--- src/rtl/muldiv_unit.sv ---
// Iterative HI/LO multiply/divide unit: one bit per cycle, signs fixed up on completion.
// Define MULDIV_DIV_EN to build the restoring divider; without it DIV/DIVU starts are ignored.
module muldiv_unit #(
  parameter int WIDTH = 32
) (
  input  logic             clk,
  input  logic             rst_n,
  input  logic             start,
  input  logic [1:0]       op,
  input  logic [WIDTH-1:0] a,
  input  logic [WIDTH-1:0] b,
  input  logic             hi_we,
  input  logic             lo_we,
  input  logic [WIDTH-1:0] wdata,
  output logic             busy,
  output logic             done,
  output logic [WIDTH-1:0] hi,
  output logic [WIDTH-1:0] lo
);
  localparam int CW = $clog2(WIDTH + 1);
  localparam logic [CW-1:0] LAST = CW'(WIDTH);

  typedef enum logic {IDLE, RUN} state_t;

  state_t             state;
  logic [CW-1:0]      cnt;
  logic [WIDTH-1:0]   p_hi;
  logic [WIDTH-1:0]   p_lo;
  logic [WIDTH-1:0]   b_mag;
  logic               sign_op;
  logic               neg_a;
  logic               neg_b;

  logic               accept;
  logic               a_neg_in;
  logic               b_neg_in;
  logic [WIDTH-1:0]   a_mag_in;
  logic [WIDTH-1:0]   b_mag_in;
  logic [WIDTH:0]     mul_sum;
  logic [2*WIDTH-1:0] prod;
  logic [2*WIDTH-1:0] prod_fix;
  logic [WIDTH-1:0]   step_hi;
  logic [WIDTH-1:0]   step_lo;
  logic [WIDTH-1:0]   res_hi;
  logic [WIDTH-1:0]   res_lo;

`ifdef MULDIV_DIV_EN
  logic               div_op;
  logic [WIDTH-1:0]   a_raw;
  logic [WIDTH:0]     div_shift;
  logic [WIDTH:0]     div_trial;
  logic [WIDTH-1:0]   quo_fix;
  logic [WIDTH-1:0]   rem_fix;
`endif

  always_comb begin
    a_neg_in = ~op[0] & a[WIDTH-1];
    b_neg_in = ~op[0] & b[WIDTH-1];
    a_mag_in = a_neg_in ? -a : a;
    b_mag_in = b_neg_in ? -b : b;
`ifdef MULDIV_DIV_EN
    accept = (state == IDLE) && start;
`else
    accept = (state == IDLE) && start && !op[1];
`endif
  end

  // p_hi/p_lo hold accumulator:multiplier for multiply and remainder:dividend for divide
  always_comb begin
    mul_sum  = {1'b0, p_hi} + (p_lo[0] ? {1'b0, b_mag} : {(WIDTH+1){1'b0}});
    step_hi  = mul_sum[WIDTH:1];
    step_lo  = {mul_sum[0], p_lo[WIDTH-1:1]};
    prod     = {p_hi, p_lo};
    prod_fix = (sign_op && (neg_a ^ neg_b)) ? -prod : prod;
    res_hi   = prod_fix[2*WIDTH-1:WIDTH];
    res_lo   = prod_fix[WIDTH-1:0];
`ifdef MULDIV_DIV_EN
    div_shift = {p_hi, p_lo[WIDTH-1]};
    div_trial = div_shift - {1'b0, b_mag};
    quo_fix   = (sign_op && (neg_a ^ neg_b)) ? -p_lo : p_lo;
    rem_fix   = (sign_op && neg_a) ? -p_hi : p_hi;
    if (div_op) begin
      step_hi = div_trial[WIDTH] ? div_shift[WIDTH-1:0] : div_trial[WIDTH-1:0];
      step_lo = {p_lo[WIDTH-2:0], ~div_trial[WIDTH]};
      if (b_mag == '0) begin
        res_hi = a_raw;
        res_lo = '1;
      end else begin
        res_hi = rem_fix;
        res_lo = quo_fix;
      end
    end
`endif
  end

  // The overflow case (most-negative / -1) falls out of the magnitude path with no special case
  always_ff @(posedge clk or negedge rst_n) begin
    if (!rst_n) begin
      state   <= IDLE;
      busy    <= 1'b0;
      done    <= 1'b0;
      hi      <= '0;
      lo      <= '0;
      cnt     <= '0;
      p_hi    <= '0;
      p_lo    <= '0;
      b_mag   <= '0;
      sign_op <= 1'b0;
      neg_a   <= 1'b0;
      neg_b   <= 1'b0;
`ifdef MULDIV_DIV_EN
      div_op  <= 1'b0;
      a_raw   <= '0;
`endif
    end else begin
      done <= 1'b0;
      case (state)
        IDLE: begin
          if (hi_we) hi <= wdata;
          if (lo_we) lo <= wdata;
          if (accept) begin
            state   <= RUN;
            busy    <= 1'b1;
            cnt     <= '0;
            sign_op <= ~op[0];
            neg_a   <= a_neg_in;
            neg_b   <= b_neg_in;
            p_hi    <= '0;
            p_lo    <= a_mag_in;
            b_mag   <= b_mag_in;
`ifdef MULDIV_DIV_EN
            div_op  <= op[1];
            a_raw   <= a;
`endif
          end
        end
        RUN: begin
          if (cnt == LAST) begin
            hi    <= res_hi;
            lo    <= res_lo;
            state <= IDLE;
            busy  <= 1'b0;
            done  <= 1'b1;
          end else begin
            cnt  <= cnt + CW'(1);
            p_hi <= step_hi;
            p_lo <= step_lo;
          end
        end
        default: state <= IDLE;
      endcase
    end
  end
endmodule

--- config.mk ---
export PLATFORM = sky130hd
export DESIGN_NAME = muldiv_unit
export DESIGN_NICKNAME = d
export VERILOG_FILES = /design/src/rtl/muldiv_unit.sv
export SDC_FILE = /design/constraint.sdc
export NUM_CORES = 1
export LEC_CHECK = 0
export CORE_AREA = 2 2 156 158
export CTS_CLUSTER_SIZE = 8
export DETAILED_ROUTE_END_ITERATION = 10
export DIE_AREA = 0 0 158 160
export GPL_TIMING_DRIVEN = 1
export HOLD_SLACK_MARGIN = 0.12
export MAX_ROUTING_LAYER = met4
export PLACE_DENSITY_LB_ADDON = 0.3
export REMOVE_ABC_BUFFERS = 1
export SLEW_MARGIN = 20
export SYNTH_ARGS = -nofsm -noshare
export SYNTH_HDL_FRONTEND = slang
export SYNTH_SLANG_ARGS = --single-unit
--- constraint.sdc ---
create_clock -name clk -period 2.8 [get_ports clk]
set_input_delay 0.7 -clock clk [delete_from_list [all_inputs] [get_ports clk]]
set_output_delay 0.7 -clock clk [all_outputs]
set_load 0.005 [all_outputs]
==> results of run 1 <==
==> flip-flops by register name, summed over array words and instances (netlist names) <==
signal	cells
p_hi	32
neg_b	1
neg_a	1
sign_op	1
state	1
done	1
lo	32
p_lo	32
busy	1
b_mag	32
hi	32
cnt	6
==> stage by stage <==
step	TNS, ps	std cells
after floorplan	-377690	1345
after global placement	-5061	2029
after detailed placement	-6792	2029
after CTS	0	2061
after global routing	-308.1	2064
final	0	2064
==> layout by cell type, fill, tap and decap left out, types with 8 or more instances in the layout <==
| cell type | Yosys | routed |
|---|---|---|
| a211oi_1 | 17 | 14 |
| a21o_1 | 20 | 20 |
| a21oi_1 | 120 | 114 |
| a31oi_1 | 15 | 12 |
| a32o_1 | 8 | 8 |
| and2_1 | 36 | 35 |
| and3_1 | 16 | 16 |
| buf_4 | 0 | 185 |
| clkbuf_16 | 0 | 17 |
| clkdlybuf4s50_1 | 0 | 167 |
| dfrtp_1 | 172 | 170 |
| ha_1 | 37 | 29 |
| inv_1 | 26 | 25 |
| mux2i_1 | 28 | 28 |
| nand2_1 | 151 | 151 |
| nand3_1 | 40 | 36 |
| nand4_1 | 16 | 16 |
| nor2_1 | 103 | 100 |
| nor3_1 | 31 | 30 |
| nor4_1 | 24 | 18 |
| o21ai_0 | 172 | 164 |
| o22ai_1 | 20 | 20 |
| o31ai_1 | 17 | 16 |
| o41ai_1 | 15 | 12 |
| or3_1 | 19 | 18 |
| xnor2_1 | 69 | 68 |
| xor2_1 | 61 | 61 |
==> worst max path at each step <==
stage                      endpoint  cells after the start  slack (ps)     from
after detailed placement  b_mag[25]                     11        -490     b[8]
after CTS                  p_hi[29]                     12           5  p_lo[0]
final                      p_hi[29]                     12           8  p_lo[0]
after global placement    b_mag[26]                     11        -430     b[0]
after floorplan              cnt[2]                      7       -3430    state
after global routing       p_hi[29]                     12        -140  p_lo[0]
==> cell type report <==
| type | instances | area, um2 |
|---|---|---|
| multi-input combinational | 1146 | 7497 |
| sequential | 172 | 4307 |
| tap | 324 | 405.4 |
| timing repair buffer | 362 | 3211 |
| clock inverter | 15 | 151.4 |
| inverter | 28 | 105.1 |
| fill | 2023 | 7719 |
| clock buffer | 17 | 425.4 |
==> worst register-to-register path: cells and delay by family, from the launching register on <==
| family | cells | cell delay, ps |
|---|---|---|
| fa+ha+maj | 1 | 390 |
| flops | 1 | 450 |
| buf+inv | 3 | 450 |
| simple gates | 4 | 440 |
| compound gates | 3 | 740 |
| mux | 1 | 210 |
==> synthesized netlist by cell type (6+ instances only) <==
library cell	instances
o21a_1	6
o221ai_1	7
mux2_2	7
nand4_1	16
xnor2_1	69
clkbuf_1	78
a31oi_1	15
inv_1	26
o21ai_0	172
nor4_1	24
and3_1	16
o22ai_1	20
a32o_1	8
o31ai_1	17
nor3_1	31
nand2b_1	7
a211oi_1	17
nor2_1	103
or3_1	19
o41ai_1	15
mux2i_1	28
and2_1	36
a21oi_1	120
xor2_1	61
a21o_1	20
o211ai_1	7
nor2b_1	7
buf_1	9
nand3_1	40
dfrtp_1	172
nand2_1	151
or4_1	6
ha_1	37
==> report_power, final <==
part | internal [W] | switching, W | total, W
registers | 0.00371 | 0.00110 | 0.00481
logic | 0.00482 | 0.00560 | 0.0104
clock network | 0.00118 | 0.00115 | 0.00233
total | 0.00972 | 0.00785 | 0.0176
==> routing by layer <==
layer	vias up	part of all wire	track usage
li1	5798	-	-
met1	5748	0.42	0.4040
met5	-	0	-
met4	0	0.032	0.1061
met2	458	0.48	0.5026
met3	93	0.070	0.05400
==> what timing repair did <==
action	in CTS	in global routing
setup endpoints to repair	8	41
resized for setup	10	58
cloned	0	2
buffers inserted	0	1
pin swaps	1	16
==> cell families after synthesis <==
group | share of synthesized area
buffers and inverters | 0.03934
DFF | 0.3609
AOI/OAI and AO/OA | 0.2316
and+or+nand+nor | 0.2021
xor gates and xnor gates | 0.09548
adders and majority gates | 0.04050
muxes | 0.03011
==> flow_summary.json, run 1 <==
{
  "r2r_end": "p_hi[29]",
  "numCtsBuffers": 17,
  "finalPower_w": 0.01757,
  "ys.flop_type": "dfrtp_1",
  "final_nets": 1868,
  "p_per_area_mw_per_mm2": 1091,
  "status": "completed",
  "irDropWorstVdd_uv": 520.5,
  "synth_enable_flop_cells": 0,
  "drv_slew": 0,
  "synthesis.area_mm2": 0.01193,
  "startpoint_type": "register",
  "period_share": 0.9970,
  "antenna_found_initial": 0,
  "synth_seq_cells": 172,
  "detail_route.first_pass.iterations": 7,
  "rr_worst_depth": 12,
  "p_leak_nw": 6.746,
  "place_ws_ps": -487.4,
  "async_flop_share": 1.000,
  "placed_area_mm2": 0.01518,
  "viasPerCell": 5.861,
  "crit_type": "reg2reg",
  "finalWirelength_um": 39190,
  "hold_ws_ps": 216.0,
  "hold_viol_final": 0,
  "die_area_mm2": 0.02528,
  "synth.avg_cell_area_um2": 8.316,
  "hpwlAfterDp_um": 30070,
  "cts_tree": "yes",
  "synth_area_leaders": "dfrtp_1 36%, o21ai_0 7.2%, xnor2_1 5.1%",
  "clk_path_buf_depth": 2,
  "drcViolationCount": 0,
  "syn2layout_area_growth_pct": 35.02,
  "path_delay_family": "compound AO/OA/AOI/OAI gates",
  "fmax_mhz": 358.2,
  "core_area_mm2": 0.02382,
  "grt_overflow": 0,
  "seq_area_frac_synth": 0.3609,
  "numPortBuffers": 168,
  "max_stage_delay_ps": 450,
  "setup_viol": 0,
  "root_buffer": "clkbuf_16",
  "rows": 57,
  "yosysTopAreaCell": "dfrtp_1",
  "wl_per_cell_um": 18.98,
  "critPathMostFrequentCell": "buf_6",
  "r2r-start": "p_lo[0]",
  "fin_util": 0.6760,
  "skew_ps": 13.43,
  "cts_sinks": 172,
  "grt_pass1_vias": 11590,
  "cp_data_required_time_ps": 3120,
  "boundaryPins": 169,
  "grt_usage": 0.3141,
  "final.min_clock_period_ps": 2792,
  "hold_class": "in2async",
  "yosysTopAreaCellShare": 0.3609,
  "start_util": 0.5006,
  "crit_buf_inv": 3,
  "arrival_ps": 3110,
  "synth_cell_types": 74,
  "grt_max_degree": 70,
  "path_max_fanout": 21,
  "synth_cells": 1434,
  "reg2reg_slack_ps": 8,
  "layout-drive-gt1-share": 0.1793,
  "die_w_um": 158,
  "cts_htree_levels": 4,
  "drt_first_iter_violations": 995,
  "antenna_cells": 0,
  "antenna_left": 0,
  "slew_headroom": 0.4255,
  "yosysWarnings": 0,
  "postCtsHoldBufs": 0,
  "tightest_slew_ps": 861.8,
  "path_clk_slew_ps": 70,
  "worst_slack_ps": 8.400,
  "vias": 12100,
  "crit_slowest_cell": "dfrtp_2",
  "place_congestion": 0.9397,
  "path_cells": "buf_6 -> buf_6 -> and2_1 -> ha_2 -> nand2_1 -> o21ai_0 -> nor3_2 -> a211oi_2 -> buf_4 -> o31a_1 -> mux2i_1 -> nand3_1",
  "clk_latency_ps": 440,
  "rsz0062_at_grt": "true",
  "fin_area_mm2": 0.01610,
  "max-cap-violations": 0,
  "cp-end-kind": "register",
  "dieHeight_um": 160,
  "grt_pass1_wl_um": 60840
}
No activity file was read; power rests on OpenSTA's default activity.
==> run 2: changes to the inputs <==
CELL_PAD_IN_SITES_DETAIL_PLACEMENT = 1   (was default)
CELL_PAD_IN_SITES_GLOBAL_PLACEMENT = 1   (was default)
CORE_AREA = 2 2 181 183   (was 2 2 156 158)
DIE_AREA = 0 0 183 185   (was 0 0 158 160)
==> flow_summary.json, run 2 (synthesized netlist as in run 1, its figures left out) <==
{
  "clk_path_buf_depth": 2,
  "tns_ps": -370.2,
  "cp-end-kind": "register",
  "sw_frac_of_total": 0.4524,
  "status": "finished with violations",
  "tightest_slew_ps": 911.3,
  "antenna_found_initial": 0,
  "grt_usage": 0.2725,
  "worst_slack_ps": -82.97,
  "clk_latency_ps": 450,
  "cts_tree": "yes",
  "violations": "negative setup slack",
  "place_congestion": 0.9097,
  "p_per_area_mw_per_mm2": 1102,
  "intPower_w": 0.009908,
  "rows": 66,
  "hold_viol_final": 0,
  "final_cell_mix": "198 x buf_4, 170 x dfrtp_1, 167 x clkdlybuf4s50_1, 164 x o21ai_0, 151 x nand2_1",
  "viasPerCell": 5.687,
  "hold_class": "reg2reg",
  "hpwlAfterDp_um": 34530,
  "final_common_cell": "buf_4",
  "power_frac_comb": 0.592,
  "drv_slew": 0,
  "rsz0062_at_grt": "true",
  "startpoint_type": "register",
  "p_leak_nw": 6.911,
  "vias": 12300,
  "final_nets": 1883,
  "skew_ps": 20.96,
  "boundaryPins": 169,
  "crit_type": "reg2reg",
  "die_area_mm2": 0.03386,
  "grt_max_degree": 73,
  "drcViolationCount": 0,
  "irDropWorstVdd_uv": 496.3,
  "final.min_clock_period_ps": 2883,
  "cts_sinks": 172,
  "root_buffer": "clkbuf_16",
  "sequentialPowerShare": 0.269,
  "cts_htree_levels": 4,
  "fin_area_mm2": 0.01642,
  "numCtsBuffers": 17,
  "drt_first_iter_violations": 622,
  "grt_pass1_vias": 12840,
  "dieHeight_um": 185,
  "fill_cells": 3767,
  "period_share": 1.030,
  "max-cap-violations": 0,
  "grt_pass1_wl_um": 70400,
  "fmax_mhz": 346.9,
  "layout-drive-gt1-share": 0.1852,
  "core_area_mm2": 0.03204,
  "placed_area_mm2": 0.01535,
  "switching_power_w": 0.008185,
  "setup_viol": 8,
  "die_w_um": 183,
  "antenna_left": 0,
  "antenna_cells": 0,
  "syn2layout_area_growth_pct": 37.69,
  "cp_data_required_time_ps": 3160,
  "path_max_fanout": 19,
  "start_util": 0.3722,
  "slew_headroom": 0.3925,
  "path_clk_slew_ps": 80,
  "numPortBuffers": 168,
  "clockPowerShare": 0.139,
  "grt_overflow": 0,
  "detail_route.first_pass.iterations": 6,
  "arrival_ps": 3250,
  "finalWirelength_um": 45170,
  "wl_per_cell_um": 20.88
}
[run 2: critical path, cell delays in order (launching register included)]
cell and delay [ps]:
dfrtp_2 470, buf_6 170, buf_6 140, and2_1 140, ha_1 290, buf_4 170
a21o_1 190, a21o_1 190, or3_1 340, o31a_1 290, buf_4 160, xnor2_2 110
o21ai_1 120
[run 2: through the flow]
step | instances | setup slack [ps] | utilization | power, W | hold WS [ps]
2_1_floorplan | 1345 | -3429 | - | 0.01006 | 404.4
3_3_place_gp | 2118 | -479.4 | 0.4790 | 0.01465 | 456.2
3_5_place_dp | 2118 | -605.6 | 0.4790 | 0.01506 | 465.9
4_1_cts | 2151 | -70.84 | 0.5009 | 0.01771 | 483.1
5_1_grt | 2163 | -225.8 | 0.5125 | 0.01940 | 505.0
6_report | 2163 | -82.97 | 0.5125 | 0.01809 | 474.4
[run 2: path summary, 6_finish.rpt]
path                                  to  startpoint  slack (ps)  cells after the start
worst max-delay path            p_hi[27]     p_lo[0]         -80                     12
worst min-delay path            b_mag[6]    b_mag[6]         470                      2
worst max register to register  p_hi[27]     p_lo[0]         -80                     12
worst min register to register  b_mag[6]    b_mag[6]         470                      2
max in group asynchronous        p_hi[2]       rst_n        1460                      3
min in group asynchronous        p_lo[3]       rst_n         630                      2
[run 2: timing repair]
item | CTS | global route
buffers inserted | 0 | 12
setup endpoints to repair | 22 | 44
pin swaps | 4 | 24
hold endpoints to repair | 6 | 0
gates resized for setup | 25 | 51
hold buffers | 1 | 0
[run 2: cell type report]
| type | count | area [um2] | area share |
|---|---|---|---|
| well taps | 408 | 510.5 | 0.03109 |
| clock buffers | 17 | 425.4 | 0.02591 |
| repair buffers | 378 | 3381 | 0.2059 |
| clock inverters | 15 | 171.4 | 0.01044 |
| multi-input cells | 1145 | 7520 | 0.4580 |
| flip-flops and latches | 172 | 4307 | 0.2623 |
| inverters | 28 | 105.1 | 0.006401 |
[run 2: power by group through the flow]
stage | Clock, W | Sequential [W] | Combinational, W
after floorplan | 0 | 0.00480 | 0.00526
after global placement | 0 | 0.00480 | 0.00985
after detailed placement | 0 | 0.00486 | 0.0102
after CTS | 0.00252 | 0.00482 | 0.0104
after global routing | 0.00263 | 0.00500 | 0.0118
final | 0.00251 | 0.00487 | 0.0107
[run 2: routing by layer]
layer	vias to the layer above	share of wire	global-route usage
met1	6026	0.44	0.3393
li1	5825	-	-
met3	84	0.047	0.03755
met2	365	0.48	0.4509
met4	0	0.035	0.1062
met5	-	0	-
==> run 3: changes to the inputs <==
SKIP_LAST_GASP = 1   (was default)
==> flow_summary.json, run 3 (synthesized netlist as in run 1, its figures left out) <==
{
  "place_ws_ps": -605.6,
  "p_leak_nw": 6.905,
  "violations": "negative setup slack",
  "vias": 12330,
  "crit_start": "p_lo[0]",
  "finalWirelength_um": 45210,
  "skew_ps": 19.79,
  "die_w_um": 183,
  "drv_slew": 0,
  "setup_viol": 7,
  "antenna_found_initial": 0,
  "numPortBuffers": 168,
  "cts_sinks": 172,
  "core_area_mm2": 0.03204,
  "worst-path-stages": 13,
  "detail_route.first_pass.iterations": 5,
  "r2r-start": "p_lo[0]",
  "hpwlAfterDp_um": 34530,
  "clk_latency_ps": 450,
  "cts_htree_levels": 4,
  "fin_area_mm2": 0.01640,
  "rsz0062_at_grt": "true",
  "hold_viol_final": 0,
  "arrival_ps": 3210,
  "final_common_cell": "buf_4",
  "clk_path_buf_depth": 2,
  "root_buffer": "clkbuf_16",
  "r2r_end": "p_hi[27]",
  "antenna_left": 0,
  "cp-end-kind": "register",
  "finalPower_w": 0.01807,
  "drt_first_iter_violations": 584,
  "tightest_slew_ps": 913.5,
  "reg2reg_slack_ps": -90,
  "path_delay_family": "compound AO/OA/AOI/OAI gates",
  "rr_worst_depth": 13,
  "path_clk_slew_ps": 80,
  "syn2layout_area_growth_pct": 37.51,
  "grt_overflow": 0,
  "drcViolationCount": 0,
  "cp_data_required_time_ps": 3130,
  "wl_per_cell_um": 20.90,
  "p_per_area_mw_per_mm2": 1102,
  "antenna_cells": 0,
  "boundaryPins": 169,
  "start_util": 0.3722,
  "grt_max_degree": 73,
  "status": "finished with violations",
  "grt_pass1_vias": 12830,
  "layout-drive-gt1-share": 0.1835,
  "fmax_mhz": 346.3,
  "final-instance-count-excl-fill": 2163,
  "crit_buf_inv": 3,
  "final.min_clock_period_ps": 2887,
  "irDropWorstVdd_uv": 496.5,
  "placed_cells": 2118,
  "final_cell_mix": "198 x buf_4, 170 x dfrtp_1, 167 x clkdlybuf4s50_1, 165 x o21ai_0, 151 x nand2_1",
  "die_area_mm2": 0.03386,
  "fill_cells": 3768,
  "place_congestion": 0.9097,
  "placed_area_mm2": 0.01535,
  "crit_path_end": "p_hi[27]",
  "critPathMostFrequentCell": "buf_4",
  "slew_headroom": 0.3910,
  "rows": 66,
  "path_cells": "and2_4 -> ha_4 -> inv_2 -> fa_2 -> nor2b_2 -> o211ai_1 -> a211o_1 -> a211oi_2 -> buf_4 -> o31a_1 -> buf_4 -> xnor2_1 -> o21ai_1",
  "hold_class": "reg2reg",
  "grt_pass1_wl_um": 70390,
  "viasPerCell": 5.702,
  "worst_slack_ps": -87.26,
  "crit_slowest_cell": "dfrtp_2",
  "final_nets": 1883,
  "dieHeight_um": 185,
  "max-cap-violations": 0,
  "grt_usage": 0.2725,
  "numCtsBuffers": 17,
  "startpoint_type": "register",
  "fin_util": 0.5118,
  "cts_tree": "yes",
  "period_share": 1.031,
  "path_max_fanout": 3,
  "crit_type": "reg2reg",
  "max_stage_delay_ps": 460
}
==> run 3: final cells by class <==
type | count | area [um2] | share of cell area
clock buffers | 17 | 425.4 | 0.02594
clock inverters | 15 | 171.4 | 0.01045
inverters | 28 | 105.1 | 0.006409
multi-input cells | 1145 | 7498 | 0.4573
flip-flops and latches | 172 | 4307 | 0.2626
well taps | 408 | 510.5 | 0.03113
repair buffers | 378 | 3381 | 0.2062
==> run 3: worst min-delay path: cells and delay by family, from the launching register on <==
kind / cells / cell delay (ps)
AO/OA/AOI/OAI: 1 / 60
AND/OR/NAND/NOR: 1 / 50
flip-flops: 1 / 340
==> run 3: repair_timing <==
item | in CTS | in global routing
gates cloned | 0 | 0
hold endpoints to repair | 6 | 0
setup endpoints to repair | 22 | 44
pin swaps | 4 | 25
hold buffers | 1 | 0
setup buffers | 0 | 12
gates resized for setup | 22 | 49
==> run 3: where the power goes <==
group          switching [W]  internal (W)
sequential           0.00116       0.00371
combinational        0.00580       0.00490
clock                0.00123       0.00128
total                0.00819       0.00989
==> run 3: worst min path at each step <==
stage / from / endpoint / slack (ps) / cells after the start
after floorplan: rst_n / b_mag[0] / 400 / 0
after global placement: b_mag[10] / b_mag[10] / 460 / 2
after detailed placement: b_mag[29] / b_mag[29] / 470 / 2
after CTS: lo[4] / lo[4] / 480 / 2
after global routing: lo[9] / lo[9] / 500 / 1
final: b_mag[6] / b_mag[6] / 470 / 2
==> run 3: per-layer routing <==
layer  track usage  wire [um]  up-vias
met3       0.03755       2135       79
met4        0.1062       1576        0
met1        0.3392      19870     6068
li1              -          -     5825
met5             -          0        -
met2        0.4509      21630      361
==> run 3: through the flow <==
| step | setup TNS [ps] | hold slack (ps) |
|---|---|---|
| global route | -1982 | 505.0 |
| CTS | -133.0 | 483.1 |
| detailed placement | -8561 | 465.9 |
| global placement | -6290 | 456.2 |
| finish | -312.4 | 474.7 |
| floorplan | -377690 | 404.4 |
